`src/rtl/cr_ahbl_pkg.sv`:
```
// Shared AHB-Lite encodings and controller state type for the cr_ahbl master controller.
package cr_ahbl_pkg;

    localparam logic [1:0] HTRANS_IDLE   = 2'b00;
    localparam logic [1:0] HTRANS_NONSEQ = 2'b10;
    localparam logic [2:0] HBURST_SINGLE = 3'b000;
    localparam logic       HRESP_OKAY    = 1'b0;
    localparam logic       HRESP_ERROR   = 1'b1;

    typedef enum logic [1:0] {
        ST_IDLE = 2'b00,
        ST_DPH  = 2'b01,
        ST_ERR  = 2'b10
    } ahbl_state_e;

endpackage

```
`src/rtl/cr_ahbl_master_ctrl.sv`:
```
// AHB-Lite master protocol controller: turns the arbiter's merged request into
// pipelined address/data phases with one outstanding data phase and ERROR handling.
module cr_ahbl_master_ctrl
    import cr_ahbl_pkg::*;
#(
    parameter int unsigned ADDR_W = 32,
    parameter int unsigned DATA_W = 32
) (
    input  logic              ahbl_gated_clk,
    input  logic              cpurst,
    input  logic              cpu_req,
    input  logic              cpu_req_for_grnt,
    input  logic [ADDR_W-1:0] cpu_addr,
    input  logic [3:0]        cpu_prot,
    input  logic [1:0]        cpu_size,
    input  logic              cpu_write,
    input  logic [DATA_W-1:0] cpu_wdata,
    output logic              cpu_req_grnt,
    output logic              cpu_trans_cmplt,
    output logic              cpu_data_vld,
    output logic              cpu_acc_err,
    output logic [DATA_W-1:0] cpu_rdata,
    output logic              cpu_sec,
    output logic [1:0]        htrans,
    output logic [ADDR_W-1:0] haddr,
    output logic [2:0]        hsize,
    output logic [2:0]        hburst,
    output logic [3:0]        hprot,
    output logic              hwrite,
    output logic [DATA_W-1:0] hwdata,
    input  logic              hready,
    input  logic              hresp,
    input  logic [DATA_W-1:0] hrdata
);

    ahbl_state_e state_q, state_d;
    logic        dph_write_q, dph_write_d;
    logic        dph_vld_q, dph_vld_d;
    logic        err_resp;
    logic        issue;
    logic        grant;

    assign err_resp = (hresp == HRESP_ERROR);

    // Reset also masks the address phase so every output reads zero while cpurst is held.
    assign issue = !cpurst && cpu_req && cpu_req_for_grnt && (state_q != ST_ERR)
                   && !((state_q == ST_DPH) && err_resp);
    assign grant = issue && hready;

    always_ff @(posedge ahbl_gated_clk or posedge cpurst) begin
        if (cpurst) begin
            state_q     <= ST_IDLE;
            dph_write_q <= 1'b0;
            dph_vld_q   <= 1'b0;
        end else begin
            state_q     <= state_d;
            dph_write_q <= dph_write_d;
            dph_vld_q   <= dph_vld_d;
        end
    end

    always_comb begin
        state_d     = state_q;
        dph_write_d = dph_write_q;
        dph_vld_d   = dph_vld_q;
        case (state_q)
            ST_IDLE: begin
                if (grant) state_d = ST_DPH;
            end
            ST_DPH: begin
                if (err_resp) begin
                    state_d = hready ? ST_IDLE : ST_ERR;
                end else if (hready) begin
                    state_d = grant ? ST_DPH : ST_IDLE;
                end
            end
            ST_ERR: begin
                if (hready && err_resp) state_d = ST_IDLE;
            end
            default: state_d = ST_IDLE;
        endcase
        if (grant) begin
            dph_write_d = cpu_write;
            dph_vld_d   = 1'b1;
        end else if (cpu_trans_cmplt) begin
            dph_vld_d   = 1'b0;
        end
    end

    always_comb begin
        htrans          = HTRANS_IDLE;
        haddr           = '0;
        hsize           = '0;
        hprot           = '0;
        hwrite          = 1'b0;
        hwdata          = '0;
        cpu_trans_cmplt = 1'b0;
        cpu_acc_err     = 1'b0;
        cpu_data_vld    = 1'b0;
        if (issue) begin
            htrans = HTRANS_NONSEQ;
            haddr  = cpu_addr;
            hsize  = {1'b0, cpu_size};
            hprot  = cpu_prot;
            hwrite = cpu_write;
        end
        case (state_q)
            ST_DPH: begin
                if (dph_vld_q && dph_write_q) hwdata = cpu_wdata;
                if (hready) begin
                    cpu_trans_cmplt = 1'b1;
                    cpu_acc_err     = err_resp;
                    cpu_data_vld    = !err_resp && !dph_write_q;
                end
            end
            ST_ERR: begin
                if (hready && err_resp) begin
                    cpu_trans_cmplt = 1'b1;
                    cpu_acc_err     = 1'b1;
                end
            end
            default: ;
        endcase
    end

    assign cpu_req_grnt = grant;
    assign cpu_rdata    = cpu_data_vld ? hrdata : '0;
    assign hburst       = HBURST_SINGLE;
    assign cpu_sec      = 1'b0;

endmodule

```
`config.mk`:
```
export PLATFORM = sky130hd
export DESIGN_NAME = cr_ahbl_master_ctrl
export DESIGN_NICKNAME = d
export VERILOG_FILES = /design/src/rtl/cr_ahbl_pkg.sv /design/src/rtl/cr_ahbl_master_ctrl.sv
export SDC_FILE = /design/constraint.sdc
export NUM_CORES = 1
export LEC_CHECK = 0
export BUFFER_PORTS_ARGS = -buffer_cell sky130_fd_sc_hd__buf_2
export CAP_MARGIN = 40
export CORE_AREA = 2 2 87 89
export DETAILED_ROUTE_END_ITERATION = 10
export DIE_AREA = 0 0 89 91
export GPL_TIMING_DRIVEN = 0
export SYNTH_ARGS = -nofsm -noshare
export SYNTH_HDL_FRONTEND = slang
export SYNTH_SLANG_ARGS = --single-unit
```
`constraint.sdc`:
```
create_clock -name ahbl_gated_clk -period 2.24 [get_ports ahbl_gated_clk]
set_clock_uncertainty 0.15 [all_clocks]
set_input_delay 0.224 -clock ahbl_gated_clk [delete_from_list [all_inputs] [get_ports ahbl_gated_clk]]
set_output_delay 0.224 -clock ahbl_gated_clk [all_outputs]
set_load 0.005 [all_outputs]
```
# --- After elaboration in Yosys (flattened, before gate mapping) ---
# Cells that the tools add are included.
word_totals:
  ff_bits: 4
  latch_bits: 0
  mem_bits_rw: 0
  rom_bits: 0
  in_bits: 109
  output_inout_bits: 114
  elab_cells: 49
  mem_count: 0
classes:
  n_addsub: 0
  n_mul: 0
  n_div: 0
  order_cmp: 0
  eq_ne: 6
  shifts: 0
  muxes: 24
  bitwise_logic: 0
  n_reduce_logical: 16
ops:
  columns: ["cell", "count"]
  rows:
  - ["two-way mux 32 bit", 4]
  - ["two-way mux 2 bit", 7]
  - ["logical AND 1 bit", 9]
  - ["two-way mux 1 bit", 9]
  - ["!= test 2 bit, second input constant", 3]
  - ["one-hot mux 2 bit (3 select lines)", 1]
  - ["zero test 1 bit", 4]
  - ["two-way mux 4 bit", 1]
  - ["one-hot mux 1 bit (2 select lines)", 2]
  - ["!= test 3 bit, second input constant", 1]
  - ["AND reduction 3 bit", 1]
  - ["equality test 2 x 1 -> 1 bit, second input constant", 1]
  - ["equality test 2 bit, second input constant", 1]
  - ["zero test 2 bit", 1]
  - ["nonzero test 2 bit", 1]

# --- Logic depth before layout (Yosys ltp) ---
# Gate-level depths: netlist of the first run.
depth:
  depth_word: 10
  mapped_depth: 6
  depth_no_buf: 6

# --- Worst setup path before layout of the first run ---
# Ideal clock, no wire load.
synth_timing:
  path_type: "flip-flop to output port"
  from: "reg state_q[0]"
  to: "out htrans[1]"
  arrival_ns: 1.424
  t_required_ns: 1.866
  slack_ns: 0.442
  stages_incl_launch_ff: 7
  n_path_buf: 2
  cell_sequence: "dfrtp_1 -> inv_1 -> ha_1 -> and4bb_2 -> clkbuf_1 -> and2_1 -> buf_4"
synth_via:
  elab_chain_len: 5
  elab_cells_between_ends: 7
  classes_between: "eq/ne: 2; mux: 1; reduce/logical: 4"
synth_lines:
  columns: ["element", "line_no", "text"]
  rows:
  - ["start, declared", "cr_ahbl_master_ctrl.sv:36", "ahbl_state_e state_q, state_d;"]
  - ["start signal, assigned", "cr_ahbl_master_ctrl.sv:56", "state_q <= state_d;"]
  - ["equality test 2 x 1 -> 1 bit", "cr_ahbl_master_ctrl.sv:47", "&& !((state_q == ST_DPH) && err_resp);"]
  - ["logical AND 1 bit", "cr_ahbl_master_ctrl.sv:47", null]
  - ["zero test 1 bit", "cr_ahbl_master_ctrl.sv:47", null]
  - ["logical AND 1 bit *", "cr_ahbl_master_ctrl.sv:47", null]
  - ["named net issue", "cr_ahbl_master_ctrl.sv:40", "logic issue;"]
  - ["two-way mux 2 bit *", "cr_ahbl_master_ctrl.sv:100", "if (issue) begin"]
  - ["end, declared", "cr_ahbl_master_ctrl.sv:24", "output logic [1:0] htrans,"]
# Mark *: on every way through the listed nets, which the timed path passes. The rest lies on a longest branch.

# --- Worst setup path in the final report of the first run ---
layout_timing:
  from: "in cpurst"
  to: "out htrans[1]"
layout_via:
  elab_chain_len: 6
layout_lines:
  columns: ["element", "line_no", "text"]
  rows:
  - ["start, declared", "cr_ahbl_master_ctrl.sv:10", "input logic cpurst,"]
  - ["zero test 1 bit (no line)", null, null]
  - ["logical AND 1 bit (3 in series)", "cr_ahbl_master_ctrl.sv:46", "assign issue = !cpurst && cpu_req && cpu_req_for_grnt && (state_q != ST_ERR)"]
  - ["logical AND 1 bit", "cr_ahbl_master_ctrl.sv:47", null]
  - ["named net issue", "cr_ahbl_master_ctrl.sv:40", null]
  - ["two-way mux 2 bit", "cr_ahbl_master_ctrl.sv:100", null]
# The timed path passes the listed nets, and every way through them passes these cells.

==> summary.txt, run 1 <==
Floorplanning
  • # IOs: 223
  • Die Ht: 91 um
  • Core ar.: 0.007137 sq mm
  • Starting Density: 15.27%
  • # rows: 31
  • Die area: 0.008099 sq mm
  • Die Width: 89 um

Synthesis
  • Post-synthesis sequential area ratio: 9.185%
  • Async SR Flop Fraction: 100.0%
  • Number of synthesized register bits: 4
  • Synth Warn #: 0
  • Post-synth EDFFs: 0
  • Top FF cell, synth: dfrtp_1
  • Post-Syn Area: 0.001090 sq mm
  • Gate Count Post-Synth: 160
  • Syn Area/Cell: 6.811 sq um
  • Synth cell types: 23

Place
  • Global placer's final weighted congestion: 0.7033
  • Hpwl dp: 4619 um
  • Port Buf Inserts: 216

Global routing
  • Pin count of the biggest net entering global routing: 11
  • Initial antenna violation count: 0
  • Vias in the first global route: 1,778
  • GRT Util Overall: 11.58%
  • First-pass GRT wire length: 7624 um
  • Overflow after GRT: 0

Critical path
  • Critical-path maximum fanout: 10
  • Required @ worst endpoint: 1.87 ns
  • Worst Setup End Kind: output port
  • Crit start category: primary input
  • Setup CP Type: primary input to output port
  • CP Data Arrival Time: 1.76 ns

Clocking
  • Clock sinks: 4
  • Worst skew pair latency: 0.22 ns
  • Total CTS buffers: 3
  • Clk buf depth: 2
  • Root buf cell: clkbuf_8
  • Clk slew on worst S/H paths: 0.03 ns
  • CTS H-tree depth: 1
  • CTS tree: built

Timing
  • TNS Setup: 0 ns
  • Fin crit period: 2.136 ns
  • RSZ-0062 raised after global routing: no
  • Fin. max-slew vios: 0
  • WHS: 0.1026 ns
  • Fmax: 468.1 MHz
  • Period utilization: 95.37%
  • Final Setup Violations: 0
  • Final Hold Fails: 0

Power
  • Leakage: 1.730 nW
  • Final Total Pwr: 0.9981 mW
  • Pwr dens: 416.4 mW/mm^2
  • Max VDD drop: 176.6 uV

Routing
  • Final ANT Viol Nets: 0
  • Drt wl/cell: 10.88 um
  • DR iter-0 viols: 41
  • Routed wire length: 5275 um
  • 1st-pass router iterations: 4
  • Vias per inst: 3.946
  • Routed via count: 1,914
  • # DRC: 0

Layout
  • Nets: 500
  • Area grow syn2layout: 120.0%
  • Antenna Diode Count: 0
  • # fillers: 812
  • Most common cell after layout, fill and taps aside: buf_2
  • Commonest cells after routing, fill and taps aside: buf_2, and2_1, and3_1, buf_4, conb_1
  • Fraction of layout cells with a size suffix above 1: 63.47%

Outcome
  • Outcome: finished clean

Run
  • Maximum capacitance violations: 0

Min path
  • HP Class: primary input to register
[critical path, stage by stage]
cell and delay [ns]:
dlygate4sd3_1 0.53, buf_2 0.13, and4bb_4 0.38, clkbuf_4 0.19
and2_1 0.12, buf_4 0.09, buf_2 0.10
[registers in the layout (all words and copies together), names as in the netlist]
name and count:
dph_vld_q 1, state_q 2, dph_write_q 1
[routing by layer]
layer | part of all wire, % | wire length [um] | GRT usage [%]
met1 | 39 | 2042 | 12.08
met2 | 50 | 2639 | 23.01
met3 | 10 | 529 | 1.364
met4 | 1.2 | 64 | 3.607
met5 | 0 | 0 | 0
[Yosys cell counts, drive strengths merged (2+ instances only)]
cell    instances  share of area [%]
and2           65                 37
and3           40                 23
clkbuf         11                3.8
buf            10                7.9
inv             6                2.1
a21oi           4                1.8
dfrtp           4                9.2
nand2           4                1.4
ha              3                3.4
nor2            2               0.69
[final timing paths]
kind / start / end / slack, ns / cells past startpoint
worst max-delay path: cpurst / htrans[1] / 0.10 / 7
worst max register to register: state_q[0] / dph_write_q / 0.50 / 5
max in group asynchronous: cpurst / state_q[0] / 1.49 / 3
min in group asynchronous: cpurst / dph_vld_q / 0.29 / 3
worst min register to register: dph_vld_q / dph_vld_q / 0.35 / 2
worst min-delay path: cpu_write / dph_write_q / 0.10 / 2
[stage by stage]
step           std cells  util (%)  cell area, sq um  setup WS (ns)
3_3_place_gp         480     32.42              2313         0.1489
3_5_place_dp         480     32.42              2313         0.1132
2_1_floorplan        165         -              1109         0.4419
5_1_grt              485     33.59              2397       0.007547
4_1_cts              485     33.42              2385      -0.002027
6_report             485     33.59              2397         0.1036
[where the power goes]
group / total (mW) / switching, mW / internal, mW
Sequential: 0.124 / 0.0223 / 0.102
Clock: 0.153 / 0.0380 / 0.115
Combinational: 0.721 / 0.347 / 0.374
Total: 0.998 / 0.408 / 0.590
[what timing repair did]
item                       CTS  global route
pin swaps                    0             1
cloned                       0             0
hold buffers                 1             0
setup buffers                1             0
setup endpoints to repair   69            99
resized for setup            7            11
hold endpoints to repair     4             0
[cells by family after synthesis]
kind of cell | Yosys count | share of synthesized area, %
multiplexers | 1 | 1.377
other | 1 | 0.3441
AO/OA/AOI/OAI | 8 | 4.249
adder cells (fa/ha/maj) | 3 | 3.445
buffers and inverters | 27 | 13.78
AND/OR/NAND/NOR | 116 | 67.62
flip-flops | 4 | 9.185
[final cells by class]
cell class	count	area, sq um	share of cell area (%)
repair buffers	218	1099	45.82
multi-input cells	134	869.6	36.27
plain buffers	21	141.4	5.898
well taps	99	123.9	5.167
inverters	6	22.52	0.9395
clock buffers	3	41.29	1.722
flip-flops and latches	4	100.1	4.175
Note: power is estimated with default switching activity, not from simulation.
==> run 2: changes to the inputs <==
--- a/config.mk
+++ b/config.mk
@@ -10,7 +10,6 @@
 export CORE_AREA = 2 2 87 89
 export DETAILED_ROUTE_END_ITERATION = 10
 export DIE_AREA = 0 0 89 91
-export GPL_TIMING_DRIVEN = 0
 export SYNTH_ARGS = -nofsm -noshare
 export SYNTH_HDL_FRONTEND = slang
 export SYNTH_SLANG_ARGS = --single-unit
==> constraint.sdc (replaced) <==
create_clock -name ahbl_gated_clk -period 2.24 [get_ports ahbl_gated_clk]
set_clock_uncertainty 0.15 [all_clocks]
set_input_delay 0.112 -clock ahbl_gated_clk [delete_from_list [all_inputs] [get_ports ahbl_gated_clk]]
set_output_delay 0.112 -clock ahbl_gated_clk [all_outputs]
set_load 0.005 [all_outputs]
==> run 2 against run 1 <==
Sequential share of layout area grew 0.21 points. Maximum frequency grew 2.3%. Power shrank 4.7%. Worst setup slack gained 0.048 ns. First-iteration DRC count shrank 2.4%. Non-clock buffer count shrank 18. Clock power shrank 4%. Combinational power shrank 5.8%. Wire length shrank 5.7%. Largest cell class unchanged. Utilization shrank 1.6 points. Register-to-register slack lost 0.17 ns. Clock-buffer cell count is the same.
==> summary.txt, run 2 (synthesized netlist as in run 1, its figures left out) <==
Outcome
  • Outcome: finished clean

Clocking
  • Total CTS buffers: 3 (unchanged)
  • Number of setup buffers added after CTS: 0 (-1)
  • Clk slew on worst S/H paths: 0.03 ns (about the same)
  • CTS H-tree depth: 1 (unchanged)
  • CTS tree: built
  • Clk buf depth: 2 (unchanged)
  • Root buf cell: clkbuf_8
  • Clock sinks: 4 (unchanged)
  • Worst skew pair latency: 0.21 ns (about the same)

Critical path
  • R2R Setup Slk: 0.33 ns (-0.17 ns)
  • Setup CP Type: register to output port
  • Required @ worst endpoint: 1.98 ns (+0.11 ns)
  • Cell count of the worst reg-to-reg path: 5 (unchanged)
  • Cell Chain, Critical Path: inv_1, ha_1, and4bb_4, buf_12, and3_1, buf_2
  • Crit start category: register
  • Largest stage delay on the critical path: 0.48 ns (-0.05 ns)
  • Worst Setup End Kind: output port
  • CP max stage cell: and4bb_4
  • Critical-path maximum fanout: 25 (+15)
  • Worst reg2reg startpoint: state_q[0]
  • Reg2reg end: dph_write_q
  • CP Data Arrival Time: 1.83 ns (+0.07 ns)

Routing
  • Final ANT Viol Nets: 0 (unchanged)
  • DR iter-0 viols: 40 (-2.4%)
  • Routed wire length: 4976 um (-5.7%)
  • Drt wl/cell: 10.66 um (-2.0%)
  • Routed via count: 1,855 (-3.1%)
  • # DRC: 0 (unchanged)
  • Vias per inst: 3.972 (+0.65%)
  • 1st-pass router iterations: 4 (unchanged)

Layout
  • Max reg flops: 2 (unchanged)
  • Most common cell after layout, fill and taps aside: buf_2
  • Commonest cells after routing, fill and taps aside: buf_2, and2_1, and3_1, conb_1, inv_1
  • Antenna Diode Count: 0 (unchanged)
  • Biggest regs: state_q: 2 flops, dph_vld_q: 1 flops, dph_write_q: 1 flops
  • Fraction of layout cells with a size suffix above 1: 61.96% (-1.5 points)
  • Nets: 482 (-3.6%)
  • Post-Layout Cell Count: 467 (-3.7%)
  • Area grow syn2layout: 109.5%
  • Top reg by flops: state_q

Power
  • Clk pwr share: 15.5% (+0.2 points)
  • Internal power: 0.5629 mW (-4.7%)
  • Leakage: 1.656 nW (-4.3%)
  • Comb pwr share: 71.4% (-0.8 points)
  • Max VDD drop: 187.1 uV (+6.0%)
  • NetSw: 0.3881 mW (-4.8%)
  • Pwr dens: 416.5 mW/mm^2 (about the same)
  • Seq pwr share: 13.1% (+0.6 points)
  • Net Sw Frac: 40.81% (about the same)

Place
  • Global placer's final weighted congestion: 0.7522 (+7.0%)
  • Port Buf Inserts: 216 (unchanged)
  • Hpwl dp: 4378 um (-5.2%)
  • Placed cell count: 463 (-3.5%)

Timing
  • WHS: 0.007358 ns (-0.09529 ns)
  • Fmax: 478.8 MHz (+2.3%)
  • Fin. max-slew vios: 0 (unchanged)
  • TNS Setup: 0 ns (unchanged)
  • Period utilization: 93.25% (-2.1 points)
  • RSZ-0062 raised after global routing: no
  • Fin crit period: 2.089 ns (-0.04760 ns)
  • Final Setup Violations: 0 (unchanged)
  • Final Hold Fails: 0 (unchanged)

Global routing
  • Initial antenna violation count: 0 (unchanged)
  • Vias in the first global route: 1,628 (-8.4%)
  • First-pass GRT wire length: 7038 um (-7.7%)
  • GRT Util Overall: 10.69% (-0.89 points)
  • Pin count of the biggest net entering global routing: 41 (+30)
  • Overflow after GRT: 0 (unchanged)

Floorplanning
  • Die area: 0.008099 sq mm (unchanged)
  • # IOs: 223 (unchanged)
  • Die Ht: 91 um (unchanged)
  • Die Width: 89 um (unchanged)
  • Core ar.: 0.007137 sq mm (unchanged)
  • # rows: 31 (unchanged)
  • Starting Density: 15.27% (unchanged)

Min path
  • HP Class: primary input to register
  • Cells on Worst Hold Path: 2 (unchanged)
  • Worst hold path startpoint: cpu_write
  • Hold Path End: dph_write_q

Run
  • Maximum capacitance violations: 0 (unchanged)
==> run 2: how the worst max path moves through the flow <==
| stage | startpoint | end | slack [ns] |
|---|---|---|---|
| global route | state_q[0] | haddr[31] | 0.04 |
| global placement | state_q[0] | dph_write_q | 0.31 |
| detailed placement | state_q[0] | dph_write_q | 0.28 |
| CTS | state_q[0] | haddr[15] | 0.10 |
| floorplan | state_q[0] | htrans[1] | 0.55 |
| finish | state_q[0] | haddr[19] | 0.15 |
==> run 2: cell type report <==
| class | count | area [sq um] |
|---|---|---|
| fill | 812 | 4853 |
| timing repair buffer | 221 | 1134 |
| multi-input combinational | 134 | 862.1 |
| tap | 99 | 123.9 |
| sequential | 4 | 100.1 |
| clock buffer | 3 | 41.29 |
| inverter | 6 | 22.52 |
==> run 2: what timing repair did <==
item                                   CTS  global route
endpoints found under the hold margin    4             0
setup endpoints to repair                0            18
hold buffers                             1             0
gates resized for setup                  0             1
==> run 2: metrics by stage <==
step	total power [mW]	area [sq um]	setup WS [ns]	utilization, %
2_1_floorplan	0.5163	1109	0.5539	-
3_3_place_gp	0.7933	2228	0.3138	31.22
3_5_place_dp	0.8085	2228	0.2840	31.22
4_1_cts	0.9645	2280	0.1006	31.94
5_1_grt	1.050	2283	0.04236	32.00
6_report	0.9510	2283	0.1512	32.00
==> run 2: power by group through the flow <==
stage	Clock [mW]	Combinational, mW	Sequential (mW)
3_5_place_dp	0	0.683	0.125
4_1_cts	0.152	0.688	0.124
2_1_floorplan	0	0.396	0.120
6_report	0.147	0.679	0.124
3_3_place_gp	0	0.670	0.124
5_1_grt	0.156	0.765	0.129
==> run 2: metal layers <==
metal | up-vias | GRT usage (%) | part of all wire (%)
li1 | 925 | - | -
met1 | 808 | 11.16 | 38
met2 | 120 | 21.58 | 51
met3 | 2 | 1.273 | 11
met4 | 0 | 2.612 | 0.46
met5 | - | 0 | 0
==> run 2: worst max-delay path: cells and delay by family, from the launching register on <==
family | cells | cell delay (ns)
adders and majority gates | 1 | 0.25
buffers and inverters | 3 | 0.35
DFF | 1 | 0.36
and+or+nand+nor | 2 | 0.64
